**config.mk**
```make
export PLATFORM = sky130hd
export DESIGN_NAME = bus_tenure_arbiter
export DESIGN_NICKNAME = d
export VERILOG_FILES = /design/src/rtl/bus_tenure_arbiter.sv
export SDC_FILE = /design/constraint.sdc
export NUM_CORES = 1
export LEC_CHECK = 0
export BUFFER_PORTS_ARGS = -buffer_cell sky130_fd_sc_hd__buf_2
export CORE_MARGIN = 5
export CORE_UTILIZATION = 40
export DETAILED_ROUTE_END_ITERATION = 7
export PLACE_DENSITY = 0.65
export RECOVER_POWER = 100
export REMOVE_ABC_BUFFERS = 1
export SETUP_SLACK_MARGIN = 0.4
export SYNTH_ARGS = -nofsm -noshare
export SYNTH_HDL_FRONTEND = slang
export SYNTH_SLANG_ARGS = --single-unit
```
**constraint.sdc**
```tcl
create_clock -name clk -period 2.3 [get_ports clk]
set_input_delay 0.46 -clock clk [delete_from_list [all_inputs] [get_ports clk]]
set_output_delay 0.46 -clock clk [all_outputs]
set_load 0.02 [all_outputs]
```
**src/rtl/bus_tenure_arbiter.sv**
```systemverilog
// Four-master round-robin bus arbiter with tenure limit and preemption.
// Requests and grants are active-low; a one-cycle handover gap separates tenures.
module bus_tenure_arbiter #(
   parameter int MAX_TENURE = 16
) (
   input  logic       clk,
   input  logic       rst,
   input  logic       m0_req_,
   input  logic       m1_req_,
   input  logic       m2_req_,
   input  logic       m3_req_,
   output logic       m0_grnt_,
   output logic       m1_grnt_,
   output logic       m2_grnt_,
   output logic       m3_grnt_,
   output logic [1:0] owner,
   output logic       bus_idle,
   output logic       preempt
);

   typedef enum logic [1:0] {IDLE, GRANT, HANDOVER} state_t;

   state_t      state_reg, state_next;
   logic [1:0]  owner_reg, owner_next;
   logic [7:0]  tenure_reg, tenure_next;
   logic        preempt_reg, preempt_next;
   logic [3:0]  grnt_reg, grnt_next;

   logic [3:0]  req;
   logic [3:0]  owner_mask;
   logic [1:0]  rot_idx [4];
   logic [3:0]  rot_req;
   logic [1:0]  sel;
   logic        any_req;
   logic        other_req;
   logic        owner_req;

   assign req        = ~{m3_req_, m2_req_, m1_req_, m0_req_};
   assign owner_mask = 4'b0001 << owner_reg;
   assign any_req    = |req;
   assign other_req  = |(req & ~owner_mask);
   assign owner_req  = req[owner_reg];

   // Candidates in rotation order, starting just after the last owner.
   genvar gi;
   generate
      for (gi = 0; gi < 4; gi++) begin : g_rot
         assign rot_idx[gi] = owner_reg + 2'(gi + 1);
         assign rot_req[gi] = req[rot_idx[gi]];
      end
   endgenerate

   always_comb begin
      sel = owner_reg;
      if (rot_req[0])      sel = rot_idx[0];
      else if (rot_req[1]) sel = rot_idx[1];
      else if (rot_req[2]) sel = rot_idx[2];
      else if (rot_req[3]) sel = rot_idx[3];
   end

   always_ff @(posedge clk) begin
      if (!rst) begin
         state_reg   <= IDLE;
         owner_reg   <= 2'd3;
         tenure_reg  <= 8'd0;
         preempt_reg <= 1'b0;
         grnt_reg    <= 4'hF;
      end else begin
         state_reg   <= state_next;
         owner_reg   <= owner_next;
         tenure_reg  <= tenure_next;
         preempt_reg <= preempt_next;
         grnt_reg    <= grnt_next;
      end
   end

   always_comb begin
      state_next   = state_reg;
      owner_next   = owner_reg;
      tenure_next  = tenure_reg;
      preempt_next = 1'b0;
      case (state_reg)
         IDLE: begin
            if (any_req) begin
               state_next  = GRANT;
               owner_next  = sel;
               tenure_next = 8'd0;
            end
         end
         GRANT: begin
            if (!owner_req) begin
               state_next = other_req ? HANDOVER : IDLE;
            end else if (tenure_reg == 8'(MAX_TENURE - 1)) begin
               // Saturated: only give up the bus if someone else is waiting.
               if (other_req) begin
                  state_next   = HANDOVER;
                  preempt_next = 1'b1;
               end
            end else begin
               tenure_next = tenure_reg + 8'd1;
            end
         end
         HANDOVER: begin
            if (any_req) begin
               state_next  = GRANT;
               owner_next  = sel;
               tenure_next = 8'd0;
            end else begin
               state_next = IDLE;
            end
         end
         default: state_next = IDLE;
      endcase
   end

   always_comb begin
      grnt_next = 4'hF;
      if (state_next == GRANT)
         grnt_next = ~(4'b0001 << owner_next);
   end

   assign m0_grnt_ = grnt_reg[0];
   assign m1_grnt_ = grnt_reg[1];
   assign m2_grnt_ = grnt_reg[2];
   assign m3_grnt_ = grnt_reg[3];
   assign owner    = owner_reg;
   assign preempt  = preempt_reg;
   assign bus_idle = (state_reg != GRANT);

endmodule
```
==> results of run 1 <==
## through the flow
| stage | std cells | area, um^2 |
|---|---|---|
| 3_5_place_dp | 153 | 1160 |
| 4_1_cts | 157 | 1210 |
| 5_1_grt | 160 | 1250 |
| 3_3_place_gp | 153 | 1160 |
| 2_1_floorplan | 106 | 1030 |
| 6_report | 160 | 1250 |
## worst max-delay path by stage
stage | slack [ps] | end | from | cells after the start
3_5_place_dp | 280 | grnt_reg[1] | owner[1] | 7
3_3_place_gp | 320 | grnt_reg[3] | owner[1] | 7
6_report | 370 | grnt_reg[2] | owner[0] | 6
4_1_cts | 410 | grnt_reg[3] | owner[1] | 6
5_1_grt | 230 | grnt_reg[2] | owner[0] | 6
2_1_floorplan | -130 | grnt_reg[3] | owner[0] | 6
## Yosys cell counts (all sizes together), types with 2 or more instances
library cell   n
nand4          2
o22ai          4
nand2          6
mux2           6
buf            4
o21ai          5
inv            2
nand3b         2
clkbuf         3
nor2           9
a21oi          6
and3           2
xor2           6
ha             5
mux2i          3
nand3          6
dfxtp         17
nand2b         4
## layout make-up
cell class | count | area (um^2) | share of cell area
multi-input combinational | 86 | 724 | 0.581
sequential | 17 | 342 | 0.274
timing repair buffer | 19 | 97.6 | 0.0783
tap | 31 | 38.8 | 0.0311
clock buffer | 3 | 22.5 | 0.0181
inverter | 3 | 16.3 | 0.0131
clock inverter | 1 | 5.00 | 0.00402
## power by group through the flow
stage | registers, mW | clock network [mW] | logic, mW
after floorplan | 0.388 | 0 | 0.280
after global placement | 0.345 | 0 | 0.424
after detailed placement | 0.345 | 0 | 0.432
after CTS | 0.340 | 0.169 | 0.457
after global routing | 0.349 | 0.181 | 0.543
final | 0.345 | 0.162 | 0.502
## cells by family after synthesis
family	Yosys count
buf+inv	10
fa+ha+maj	5
xor+xnor	6
simple gates	37
flops	17
mux	10
compound gates	28
## worst register-to-register path, cell delays in order, from the launching register on
cell and delay (ps):
dfxtp_1 400, clkbuf_1 410, nand3b_1 270, o22ai_4 280, o21ai_1 190, o2bb2ai_1 200
nand2_1 70
## metal layers
metal / track usage / share of wire / up-vias
met3: 0.0468 / 0.065 / 3
met2: 0.201 / 0.48 / 21
met5: 0 / 0 / -
met1: 0.140 / 0.45 / 427
met4: 0.0159 / 0.0044 / 0
li1: - / - / 450
## what timing repair did
item                                    CTS  global route
endpoints found under the setup margin    6             5
buffers inserted                          0             3
gates resized for setup                   5             7
hold endpoints to repair                  0             0
pin swaps                                 2             2
==> impl_metrics.env, run 1 <==
export IMPL_status="complete, no violations"
export IMPL_fmax_mhz=518
export IMPL_crit_chain="clkbuf_1 -> nand3b_1 -> o22ai_4 -> o21ai_1 -> o2bb2ai_1 -> nand2_1"
export IMPL_cts_reportedPaths_clkPinSlew_ps=100
export IMPL_die_area_mm2=0.00394
export IMPL_n_antenna_cell=0
export IMPL_fillerInstances=277
export IMPL_portBuffers=13
export IMPL_share_comb_of_total_power=0.497
export IMPL_synthAdderAreaFrac=0.0562
export IMPL_worst_slack_ps=371
export IMPL_clockBufferDepth=2
export IMPL_die_width_um=62.7
export IMPL_fin_tns_setup_ps=0
export IMPL_critPathMaxFanout=10
export IMPL_cp_end_kind="flip-flop"
export IMPL_setup_viol=0
export IMPL_fin_crit_sh=0.839
export IMPL_ys_top_cells_by_area="dfxtp_1 (31%), ha_1 (5.6%), xor2_1 (4.7%)"
export IMPL_r2r_end="grnt_reg[2]"
export IMPL_layout_min_cycle_time_ps=1930
export IMPL_die_height_um=62.7
export IMPL_core_mm2=0.00271
export IMPL_cp_top_family="compound AO/OA/AOI/OAI gates"
export IMPL_initial_utilization=0.410
export IMPL_worst_pin_slew_ps=479
export IMPL_num_nets_final=141
export IMPL_via_per_inst=5.63
export IMPL_finalHoldViolations=0
export IMPL_rsz0062_at_grt="true"
export IMPL_min_from="rst"
export IMPL_antenna_found_initial=0
export IMPL_whs_ps=375
export IMPL_crit_path_max_incr_delay_ps=410
export IMPL_drv_slew=0
export IMPL_synth_mux_area_frac=0.125
export IMPL_ys_seq_elements=17
export IMPL_crit_path_start_kind="flip-flop"
export IMPL_cts_root_buffer="clkbuf_4"
export IMPL_ctsHtreeMaxLevel=1
export IMPL_insertion_delay_ps=300
export IMPL_worst_path_buf_inv=1
export IMPL_leakage_nw=0.473
export IMPL_cts_tree="done"
export IMPL_syn_inst=113
export IMPL_p_int_uw=627
export IMPL_clock_sinks=17
export IMPL_synth_edf_count=0
export IMPL_utilization=0.460
export IMPL_grt_pass1_wl_um=3850
export IMPL_synth_simple_gate_area_frac=0.181
export IMPL_reg2reg_from="owner[0]"
export IMPL_dp_hpwl_um=1600
export IMPL_seq_area_frac_synth=0.306
export IMPL_antenna_left=0
export IMPL_gp_congestion=0.882
export IMPL_yosys_warnings=0
export IMPL_area_growth_syn_to_layout_pct=12.0
export IMPL_power_density_mw_per_mm2=810
export IMPL_cts_buffers=3
export IMPL_skew_ps=5.51
export IMPL_syn_avg_cell_area_um2=9.84
export IMPL_dr_pass1_iters=4
export IMPL_whs_path_depth=2
export IMPL_reg2reg_depth=6
export IMPL_slew_headroom=0.681
export IMPL_drc=0
export IMPL_path_class="reg2reg"
export IMPL_pre_cts_slack_ps=281
export IMPL_r2r_setup_slack_ps=370
export IMPL_ys_types=46
export IMPL_p_sw_uw=382
export IMPL_holdPathEnd="owner[0]"
export IMPL_crit_arrival_ps=2120
export IMPL_layout_commonest_cell="dfxtp_1"
export IMPL_gr_total_overflow=0
export IMPL_synth_top_flop_cell="dfxtp_1"
export IMPL_synth_area_leader_cell="dfxtp_1"
export IMPL_routed_wirelength_um=2280
export IMPL_synth_compound_area_share=0.204
export IMPL_pwr_share_clk=0.161
export IMPL_crit_slowest_cell="clkbuf_1"
export IMPL_async_reset_ff_frac=0
export IMPL_totalPowerFinal_mw=1.01
export IMPL_irDropWorstVdd_mv=0.486
export IMPL_largest_reg_flops=8
export IMPL_drive_gt1_frac=0.279
export IMPL_wl_per_cell_um=14.3
export IMPL_ios=14
export IMPL_grt_pass1_vias=851
export IMPL_synth_top_family_by_area="compound AO/OA/AOI/OAI gates"
export IMPL_p_sw_frac=0.379
export IMPL_synth_xor_area_share=0.0472
export IMPL_drtIter0Drc=16
export IMPL_seq_power_share=0.342
export IMPL_syn_cell_area_mm2=0.00111
export IMPL_maxCapViolCount=0
export IMPL_layout_common_cells="dfxtp_1 (16), nor2_1 (9), clkbuf_1 (8)"
export IMPL_hp_class="in2reg"
export IMPL_fp_row_count=19
export IMPL_yosysTopAreaCellShare=0.306
export IMPL_crit_required_ps=2490
export IMPL_route_vias_total=901
export IMPL_hold_buffers=0
export IMPL_grt_max_degree=12
export IMPL_grt_usage=0.117
Note: power is estimated with default switching activity, not from simulation.
==> run 2, diff against run 1 <==
==> constraint.sdc (replaced) <==
create_clock -name clk -period 1.8 [get_ports clk]
set_input_delay 0.36 -clock clk [delete_from_list [all_inputs] [get_ports clk]]
set_output_delay 0.36 -clock clk [all_outputs]
set_load 0.02 [all_outputs]
==> run 2 against run 1 <==
The flow now finishes with violations (negative setup slack). Global-route usage is 1.4 points higher. Combinational power is 70% higher. Die area stayed put. Setup slack worse by 380 ps. Flip-flop and latch count stayed put. Routed wire length is 18% higher. Critical endpoint unchanged. Largest power group unchanged. Highest routed layer unchanged.
==> impl_metrics.env, run 2 (same netlist as run 1, synthesis figures left out) <==
export IMPL_portBuffers=13
export IMPL_fp_row_count=19
export IMPL_layout_min_cycle_time_ps=1800
export IMPL_antenna_found_initial=0
export IMPL_rsz0062_at_grt="true"
export IMPL_largest_reg_flops=8
export IMPL_die_area_mm2=0.00394
export IMPL_hold_buffers=0
export IMPL_layout_commonest_cell="buf_4"
export IMPL_crit_required_ps=1970
export IMPL_power_density_mw_per_mm2=1010
export IMPL_fmax_mhz=554
export IMPL_crit_path_start_kind="flip-flop"
export IMPL_die_height_um=62.7
export IMPL_drive_gt1_frac=0.500
export IMPL_num_nets_final=156
export IMPL_setup_viol=2
export IMPL_clockBufferDepth=2
export IMPL_route_vias_total=979
export IMPL_area_growth_syn_to_layout_pct=33.6
export IMPL_drv_slew=0
export IMPL_grt_usage=0.131
export IMPL_cts_root_buffer="clkbuf_4"
export IMPL_die_width_um=62.7
export IMPL_antenna_left=0
export IMPL_via_per_inst=5.59
export IMPL_irDropWorstVdd_mv=0.738
export IMPL_fillerInstances=245
export IMPL_leakage_nw=0.567
export IMPL_worst_pin_slew_ps=413
export IMPL_ctsHtreeMaxLevel=1
export IMPL_initial_utilization=0.410
export IMPL_fin_crit_sh=1.00
export IMPL_violations="negative setup slack"
export IMPL_final_cells=175
export IMPL_cts_buffers=3
export IMPL_pre_cts_slack_ps=-181
export IMPL_finalHoldViolations=0
export IMPL_r2r_setup_slack_ps=-4
export IMPL_hp_class="in2reg"
export IMPL_dp_hpwl_um=1700
export IMPL_fin_tns_setup_ps=-7.08
export IMPL_worst_slack_ps=-4.27
export IMPL_totalPowerFinal_mw=1.50
export IMPL_grt_pass1_vias=945
export IMPL_n_antenna_cell=0
export IMPL_utilization=0.548
export IMPL_ios=14
export IMPL_drtIter0Drc=33
export IMPL_gp_congestion=0.803
export IMPL_status="finished, violations left"
export IMPL_numPlacedInstances=156
export IMPL_grt_pass1_wl_um=4270
export IMPL_routed_wirelength_um=2690
export IMPL_drc=0
export IMPL_crit_arrival_ps=1970
export IMPL_clock_sinks=17
export IMPL_cts_reportedPaths_clkPinSlew_ps=80
export IMPL_skew_ps=12.6
export IMPL_layout_common_cells="buf_4 (15), dfxtp_1 (13), nor2_1 (8), buf_6 (7)"
export IMPL_path_class="reg2reg"
export IMPL_cts_tree="done"
export IMPL_gr_total_overflow=0
export IMPL_cp_end_kind="flip-flop"
export IMPL_maxCapViolCount=0
export IMPL_slew_headroom=0.722
export IMPL_insertion_delay_ps=290
export IMPL_wl_per_cell_um=15.4
export IMPL_core_mm2=0.00271
export IMPL_critPathMaxFanout=5
export IMPL_dr_pass1_iters=4
export IMPL_grt_max_degree=12
## run 2: cell types whose count changed in the layout (fill, tap and decap cells not counted), moves of 3 or more
| cell | before | now |
|---|---|---|
| dfxtp_1 | 16 | 13 |
| nand3_2 | 0 | 4 |
| buf_4 | 5 | 15 |
| dfxtp_2 | 1 | 4 |
| ha_1 | 4 | 1 |
| nand3_1 | 6 | 2 |
| buf_6 | 0 | 7 |
## run 2: per-layer routing
metal  global-route usage  part of all wire
met1                0.154              0.43
met2                0.232              0.51
met4               0.0239             0.013
met3               0.0432             0.046
met5                    0                 0
## run 2: per-stage QoR
step	area [um^2]	hold WS, ps
floorplan	1030	422
global placement	1180	493
detailed placement	1180	500
CTS	1370	311
global route	1490	317
finish	1490	316
## run 2: timing repair
| item | 4_1_cts | 5_1_grt |
|---|---|---|
| cloned | 0 | 0 |
| endpoints found under the hold margin | 0 | 0 |
| pin swaps | 13 | 18 |
| setup endpoints to repair | 17 | 19 |
| gates resized for setup | 29 | 19 |
| buffers inserted | 5 | 10 |
## run 2: worst max-delay path, stage by stage (launching register included)
cell and delay [ps]:
dfxtp_2 360, inv_4 40, ha_4 290, mux4_2 530, a21boi_2 180, o22ai_2 210
nand2_1 80
## run 2: final cells by class
cell class | count | area, um^2 | area share
multi-input combinational | 86 | 797 | 0.536
clock buffer | 4 | 26.3 | 0.0177
timing repair buffer | 34 | 265 | 0.178
sequential | 17 | 345 | 0.232
tap | 31 | 38.8 | 0.0261
inverter | 3 | 13.8 | 0.00926
## run 2: final timing paths
kind / end / startpoint / cells past startpoint
max: grnt_reg[2] / owner[0] / 6
min: owner[0] / rst / 2
max reg2reg: grnt_reg[2] / owner[0] / 6
min reg2reg: tenure_reg[0] / tenure_reg[0] / 1
## run 2: power breakdown
group	internal, mW	switching (mW)
registers	0.417	0.0271
logic	0.448	0.404
clock network	0.0862	0.113
